**config.mk**
```make
export PLATFORM = sky130hd
export DESIGN_NAME = discus_snoop_host
export DESIGN_NICKNAME = d
export VERILOG_FILES = /design/src/rtl/discus_snoop_pkg.sv /design/src/rtl/discus_snoop_timeout.sv /design/src/rtl/discus_snoop_host.sv
export SDC_FILE = /design/constraint.sdc
export NUM_CORES = 1
export LEC_CHECK = 0
export CAP_MARGIN = 25
export CORE_ASPECT_RATIO = 2
export CORE_UTILIZATION = 49
export DETAILED_ROUTE_END_ITERATION = 12
export PLACE_DENSITY = 0.76
export SLEW_MARGIN = 20
export SYNTH_ARGS = -nofsm -noshare
export SYNTH_HDL_FRONTEND = slang
export SYNTH_SLANG_ARGS = --single-unit
```
**constraint.sdc**
```tcl
create_clock -name snoop_clk -period 5.7 [get_ports snoop_clk]
set_input_delay 1.14 -clock snoop_clk [delete_from_list [all_inputs] [get_ports snoop_clk]]
set_output_delay 1.14 -clock snoop_clk [all_outputs]
set_load 0.02 [all_outputs]
```
**src/rtl/discus_snoop_pkg.sv**
```systemverilog
// Shared opcodes, FSM state encoding and defaults for the discus snoop host.
package discus_snoop_pkg;

  localparam logic [7:0] OP_WRM  = 8'h01;
  localparam logic [7:0] OP_WRP  = 8'h02;
  localparam logic [7:0] OP_RDM  = 8'h03;
  localparam logic [7:0] OP_BWRP = 8'h04;
  localparam logic [7:0] OP_BRDM = 8'h05;

  localparam logic [7:0]  ERR_BYTE_DEFAULT = 8'hEE;
  localparam int unsigned TIMEOUT_DEFAULT  = 65535;

  typedef enum logic [3:0] {
    S_IDLE,
    S_GET_ADDR,
    S_GET_CNT,
    S_GET_DATA,
    S_WR_PULSE,
    S_RD_WAIT,
    S_RD_CAP,
    S_SEND,
    S_ERR
  } state_t;

  function automatic logic known_op(input logic [7:0] op);
    return (op >= OP_WRM) && (op <= OP_BRDM);
  endfunction

endpackage

```
**src/rtl/discus_snoop_timeout.sv**
```systemverilog
// Inter-byte watchdog: reloads on load, counts down while dec, flags expiry on the last idle cycle.
module discus_snoop_timeout #(
  parameter int unsigned CYCLES = 65535
)(
  input  logic snoop_clk,
  input  logic snoop_rst_n,
  input  logic load,
  input  logic dec,
  output logic expire
);

  localparam int W = (CYCLES > 1) ? $clog2(CYCLES + 1) : 1;
  localparam logic [W-1:0] LOAD_VAL = W'(CYCLES);
  localparam logic [W-1:0] ONE      = W'(1);

  logic [W-1:0] cnt;

  always_ff @(posedge snoop_clk or negedge snoop_rst_n) begin
    if (!snoop_rst_n) begin
      cnt <= LOAD_VAL;
    end else if (load) begin
      cnt <= LOAD_VAL;
    end else if (dec && (cnt != '0)) begin
      cnt <= cnt - ONE;
    end
  end

  // CYCLES == 0 disables the watchdog entirely.
  assign expire = (CYCLES != 0) && dec && (cnt == ONE);

endmodule

```
**src/rtl/discus_snoop_host.sv**
```systemverilog
// Byte-stream command host driving the discus snoop port (data/program memory access).
// Optional DISCUS_SNOOP_HOST_CSUM_EN adds an XOR checksum reply to burst ops 04/05.
module discus_snoop_host
  import discus_snoop_pkg::*;
#(
  parameter int unsigned TIMEOUT_CYCLES = TIMEOUT_DEFAULT,
  parameter logic [7:0]  ERR_BYTE       = ERR_BYTE_DEFAULT
)(
  input  logic       snoop_clk,
  input  logic       snoop_rst_n,
  input  logic [7:0] rx_data,
  input  logic       rx_valid,
  output logic       rx_ready,
  output logic [7:0] tx_data,
  output logic       tx_valid,
  input  logic       tx_ready,
  output logic [7:0] snoopa,
  output logic [7:0] snoopd,
  output logic       snoopm,
  output logic       snoopp,
  input  logic [7:0] snoopq,
  output logic       busy
);

  // Handshake: a byte moves on an edge where valid && ready; valid/data hold until then.
  state_t     state, next;
  logic [7:0] op;
  logic [8:0] cnt;
  logic       alive;
  logic       rx_fire, tx_fire, in_get, last, expire;

`ifdef DISCUS_SNOOP_HOST_CSUM_EN
  logic [7:0] acc;
  logic       csum_phase;
`else
  localparam logic csum_phase = 1'b0;
`endif

  assign in_get   = (state == S_GET_ADDR) || (state == S_GET_CNT) || (state == S_GET_DATA);
  assign rx_ready = alive && ((state == S_IDLE) || in_get);
  assign tx_valid = (state == S_SEND);
  assign rx_fire  = rx_valid && rx_ready;
  assign tx_fire  = tx_valid && tx_ready;
  assign last     = (cnt == 9'd1);
  assign busy     = (state != S_IDLE);
  // Strobes decode straight from state so an async reset removes them at once.
  assign snoopm   = (state == S_WR_PULSE) && (op == OP_WRM);
  assign snoopp   = (state == S_WR_PULSE) && (op != OP_WRM);

  discus_snoop_timeout #(.CYCLES(TIMEOUT_CYCLES)) u_timeout (
    .snoop_clk   (snoop_clk),
    .snoop_rst_n (snoop_rst_n),
    .load        (!in_get || rx_fire),
    .dec         (in_get && !rx_valid),
    .expire      (expire)
  );

  always_ff @(posedge snoop_clk or negedge snoop_rst_n) begin
    if (!snoop_rst_n) state <= S_IDLE;
    else              state <= next;
  end

  always_comb begin
    next = state;
    case (state)
      S_IDLE:     if (rx_fire) next = known_op(rx_data) ? S_GET_ADDR : S_ERR;
      S_GET_ADDR: if (expire) next = S_IDLE;
                  else if (rx_fire) begin
                    if ((op == OP_BWRP) || (op == OP_BRDM)) next = S_GET_CNT;
                    else if (op == OP_RDM)                  next = S_RD_WAIT;
                    else                                    next = S_GET_DATA;
                  end
      S_GET_CNT:  if (expire) next = S_IDLE;
                  else if (rx_fire) next = (op == OP_BRDM) ? S_RD_WAIT : S_GET_DATA;
      S_GET_DATA: if (expire) next = S_IDLE;
                  else if (rx_fire) next = S_WR_PULSE;
      S_WR_PULSE: begin
        if (!last) next = S_GET_DATA;
`ifdef DISCUS_SNOOP_HOST_CSUM_EN
        else if (op == OP_BWRP) next = S_SEND;
`endif
        else next = S_IDLE;
      end
      S_RD_WAIT:  next = S_RD_CAP;
      S_RD_CAP:   next = S_SEND;
      S_ERR:      next = S_SEND;
      S_SEND: if (tx_fire) begin
        if (!csum_phase && (op == OP_BRDM) && !last) next = S_RD_WAIT;
`ifdef DISCUS_SNOOP_HOST_CSUM_EN
        else if (!csum_phase && (op == OP_BRDM)) next = S_SEND;
`endif
        else next = S_IDLE;
      end
      default:    next = S_IDLE;
    endcase
  end

  always_ff @(posedge snoop_clk or negedge snoop_rst_n) begin
    if (!snoop_rst_n) begin
      alive   <= 1'b0;
      op      <= 8'd0;
      cnt     <= 9'd0;
      snoopa  <= 8'd0;
      snoopd  <= 8'd0;
      tx_data <= 8'd0;
`ifdef DISCUS_SNOOP_HOST_CSUM_EN
      acc        <= 8'd0;
      csum_phase <= 1'b0;
`endif
    end else begin
      alive <= 1'b1;
      case (state)
        S_IDLE: if (rx_fire) begin
          op <= rx_data;
`ifdef DISCUS_SNOOP_HOST_CSUM_EN
          acc        <= 8'd0;
          csum_phase <= 1'b0;
`endif
        end
        S_GET_ADDR: if (rx_fire) begin
          snoopa <= rx_data;
          cnt    <= 9'd1;
        end
        S_GET_CNT: if (rx_fire) cnt <= (rx_data == 8'd0) ? 9'd256 : {1'b0, rx_data};
        S_GET_DATA: if (rx_fire) begin
          snoopd <= rx_data;
`ifdef DISCUS_SNOOP_HOST_CSUM_EN
          acc <= acc ^ rx_data;
`endif
        end
        S_WR_PULSE: begin
          cnt <= cnt - 9'd1;
          if (op == OP_BWRP) snoopa <= snoopa + 8'd1;
`ifdef DISCUS_SNOOP_HOST_CSUM_EN
          if (last && (op == OP_BWRP)) tx_data <= acc;
`endif
        end
        S_RD_CAP: tx_data <= snoopq;
        S_ERR:    tx_data <= ERR_BYTE;
        S_SEND: if (tx_fire && !csum_phase) begin
          cnt <= cnt - 9'd1;
          if (op == OP_BRDM) snoopa <= snoopa + 8'd1;
`ifdef DISCUS_SNOOP_HOST_CSUM_EN
          acc <= acc ^ tx_data;
          // Checksum byte follows the last burst byte and covers it too.
          if ((op == OP_BRDM) && last) begin
            tx_data    <= acc ^ tx_data;
            csum_phase <= 1'b1;
          end
`endif
        end
        default: ;
      endcase
    end
  end

endmodule

```
==> run metrics <==
final setup vio count=0; Initial Util=51.5%; Static Leak=1.67 nW; largest net degree at the start of global routing=63; H-tree levels=3; peak supply drop=0.341 mV; ys async rst share=100%; Seq cells post-synth=62; CTS tree=built; Warnings, synthesis=0; GPL Wtd Cong=0.977; Post-Route WL=8.97 mm; GRT overflow=0; Post-Syn Area=0.00344 mm2; Pwr Density=548 mW/mm2; initial antenna violation count=0; share of layout cells above drive strength 1=15.2%; crit path launch type=register; unrepaired setup endpoints after global routing=false; post-CTS sizing=0; Mapped Cells=364; Layout area overhead=24.6%; DP Wirelength=6.36 mm; fmax=275 MHz; status=finished, final reports clean; shortest period the worst path allows=approximately 3600 ps; placed cell count=487; hold buffer count at cts=0; DR iter-0 viols=around 210; Syn Nets=390; # port buffers=48; Routed Antenna Nets=0; setup TNS=0 ps; Clock Latency Late Sink=330 ps; GRT Total Usage=27.8%; Die Span Y=120 um; worst slew pin tran=1040 ps; CTS Buf Count=9; maximum root-to-sink buffer count=2; worst hold slack=about 480 ps; max-slew violation count=0; Hold Crit Class=register to register; Finished Layout Cells=between 500 and 600; power share of the sequential group=33.5%; vias in the first global route=~3100; IO Pins=49; clock network fraction of total power=23.4%; Detailed Routing Iterations Pass 1=5; Critical Path Max Stage Delay=700 ps; via count=3075; Final period util=a little under two thirds; final hold violation count=0; # DRC=0; Slew headroom=a little under a third; sequential element share of the synthesized area=45.7%; Worst setup EP type=output pin; crit-path cells=or4b_1 > nor3_1 > clkdlybuf4s50_1; Comb pwr share=43.1%; average routed wire per standard cell=17.8 um; Post-Place Cell Area=~0.004 mm2; slowest CP cell=or4b_1; EDFF count, synth=0; global-route wire length before repair=14.9 mm; WP data arrival=2490 ps; sw power=around 0.95 mW; postcts setup bufs=0; design area=0.00428 mm2; Net Sw Frac=40.5%; Chip Width=61.2 um; clock skew=between 3 and 4 ps; CP top delay family=simple AND/OR/NAND/NOR gates; Buf+Inv Stages, Crit Path=1; multi-input logic area=0.00176 mm2; nets=approximately 440; Storage cell area=0.00157 mm2; row cnt=42; Ant. Diodes=0; vias per cell=slightly above 6; clk sink count=62; commonest register cell after synthesis=dfrtp_1; clk slew on worst S/H paths=~50 ps; Int Power=1.40 mW; die area=0.00737 mm2; Core Box Area=0.00667 mm2; kind of critical path=register to output pin; post-layout total power=2.35 mW; layout filler cell count=564; Synth cell types=61; number of max-cap violations=0; maximum fanout along the worst path=21; Mapped Avg Cell Area=9.44 um2; CP required=4560 ps; CTS root buf=clkbuf_16
[tightest hold or removal path, cell delays in order, from the launching register on]
cell	delay, ps
dfrtp_1	340
nand2_1	50
o21ai_0	60
[flip-flops by register name (all words and copies together), names as in the netlist]
| register | flops |
|---|---|
| u_timeout.cnt | 16 |
| state | 4 |
| snoopa | 8 |
| op | 8 |
| cnt | 9 |
| snoopd | 8 |
| alive | 1 |
| tx_data | 8 |
[through the flow]
step / utilization [%] / worst slack [ps]
2_1_floorplan: - / 2980
3_3_place_gp: 59.5 / 2190
3_5_place_dp: 59.5 / 2080
4_1_cts: 64.1 / 2070
5_1_grt: 64.1 / 1950
6_report: 64.1 / 2070
[cells in the final DEF, fill, tap and decap left out, drive strengths merged, types with 11 or more instances in the layout]
| master | n |
|---|---|
| dfrtp | 46 |
| inv | 14 |
| o21ai | 35 |
| a21oi | 30 |
| nand3 | 11 |
| dfstp | 16 |
| nor2 | 22 |
| clkdlybuf4s50 | 47 |
| mux2 | 16 |
| nor3 | 12 |
| clkbuf | 12 |
| nand2 | 34 |
[layout make-up]
class / instances / area share [%]
clock inverter: 4 / 1.05
inverter: 14 / 1.23
tap: 88 / 2.57
timing repair buffer: 49 / 11.3
clock buffer: 12 / 5.99
multi-input combinational: 274 / 41.2
sequential: 62 / 36.7
[synthesized netlist by cell type, drive strengths merged (2+ instances only)]
library cell / number / area share (%)
nand3: 11 / 2.0
a21oi: 30 / 4.4
and2: 4 / 0.73
xor2: 8 / 2.0
nor2b: 4 / 0.73
clkbuf: 12 / 1.3
a22oi: 3 / 0.66
dfstp: 16 / 12
o22a: 2 / 0.51
o211ai: 3 / 0.66
nor4: 8 / 1.9
nor2: 22 / 2.4
a21o: 3 / 0.69
or2: 4 / 0.73
nor4b: 2 / 0.69
buf: 2 / 0.29
nand4: 4 / 0.73
or3: 3 / 0.58
nor3: 12 / 1.7
inv: 14 / 1.5
a41oi: 2 / 0.51
mux2: 16 / 5.2
nand2: 34 / 3.7
and4b: 2 / 0.58
ha: 6 / 2.2
nand4b: 4 / 1.0
nand3b: 2 / 0.44
dfrtp: 46 / 34
o31ai: 4 / 0.87
a31oi: 8 / 1.5
and3: 2 / 0.36
a211oi: 4 / 0.87
o22ai: 5 / 0.91
nand2b: 3 / 0.55
a32oi: 3 / 0.76
o21ai: 35 / 5.1
or4: 5 / 1.3
[path summary, 6_finish.rpt]
| path | startpoint | end | slack [ps] | depth (start not counted) |
|---|---|---|---|---|
| max | state[0]$_DFFE_PN0P_ | snoopm | 2070 | 3 |
| min | tx_data[6]$_DFFE_PN0P_ | tx_data[6]$_DFFE_PN0P_ | 480 | 2 |
| max reg2reg | state[0]$_DFFE_PN0P_ | snoopa[0]$_DFFE_PN0P_ | 2550 | 5 |
| min reg2reg | tx_data[6]$_DFFE_PN0P_ | tx_data[6]$_DFFE_PN0P_ | 480 | 2 |
| max in group asynchronous | snoop_rst_n | tx_data[2]$_DFFE_PN0P_ | 4210 | 2 |
| min in group asynchronous | snoop_rst_n | cnt[2]$_DFFE_PN0P_ | 980 | 2 |
[power by group through the flow]
stage,clock network [mW],registers (mW),logic (mW)
floorplan,0,0.809,0.602
global placement,0,0.777,0.990
detailed placement,0,0.783,1.01
CTS,0.561,0.780,1.01
global route,0.578,0.811,1.11
finish,0.549,0.785,1.01
[layer usage]
| layer | GRT usage (%) | vias to the layer above | wire [um] |
|---|---|---|---|
| met5 | 0 | - | 0 |
| met4 | 15.8 | 0 | 327 |
| met3 | 6.95 | 30 | 365 |
| met2 | 45.9 | 112 | 4860 |
| met1 | 31.2 | 1489 | 3410 |
| li1 | - | 1444 | - |
[cell families (layout without fill, tap and decap cells)]
logic type	count (synthesis)	after routing	share of synthesized area, %
and+or+nand+nor	131	131	21.4
AOI/OAI and AO/OA	110	110	19.6
buffers and inverters	28	79	3.13
muxes	17	17	5.54
DFF	62	62	45.7
xor gates and xnor gates	9	9	2.29
adders and majority gates	6	6	2.18
other	1	1	0.109
Power figures use the tool's default switching activity.
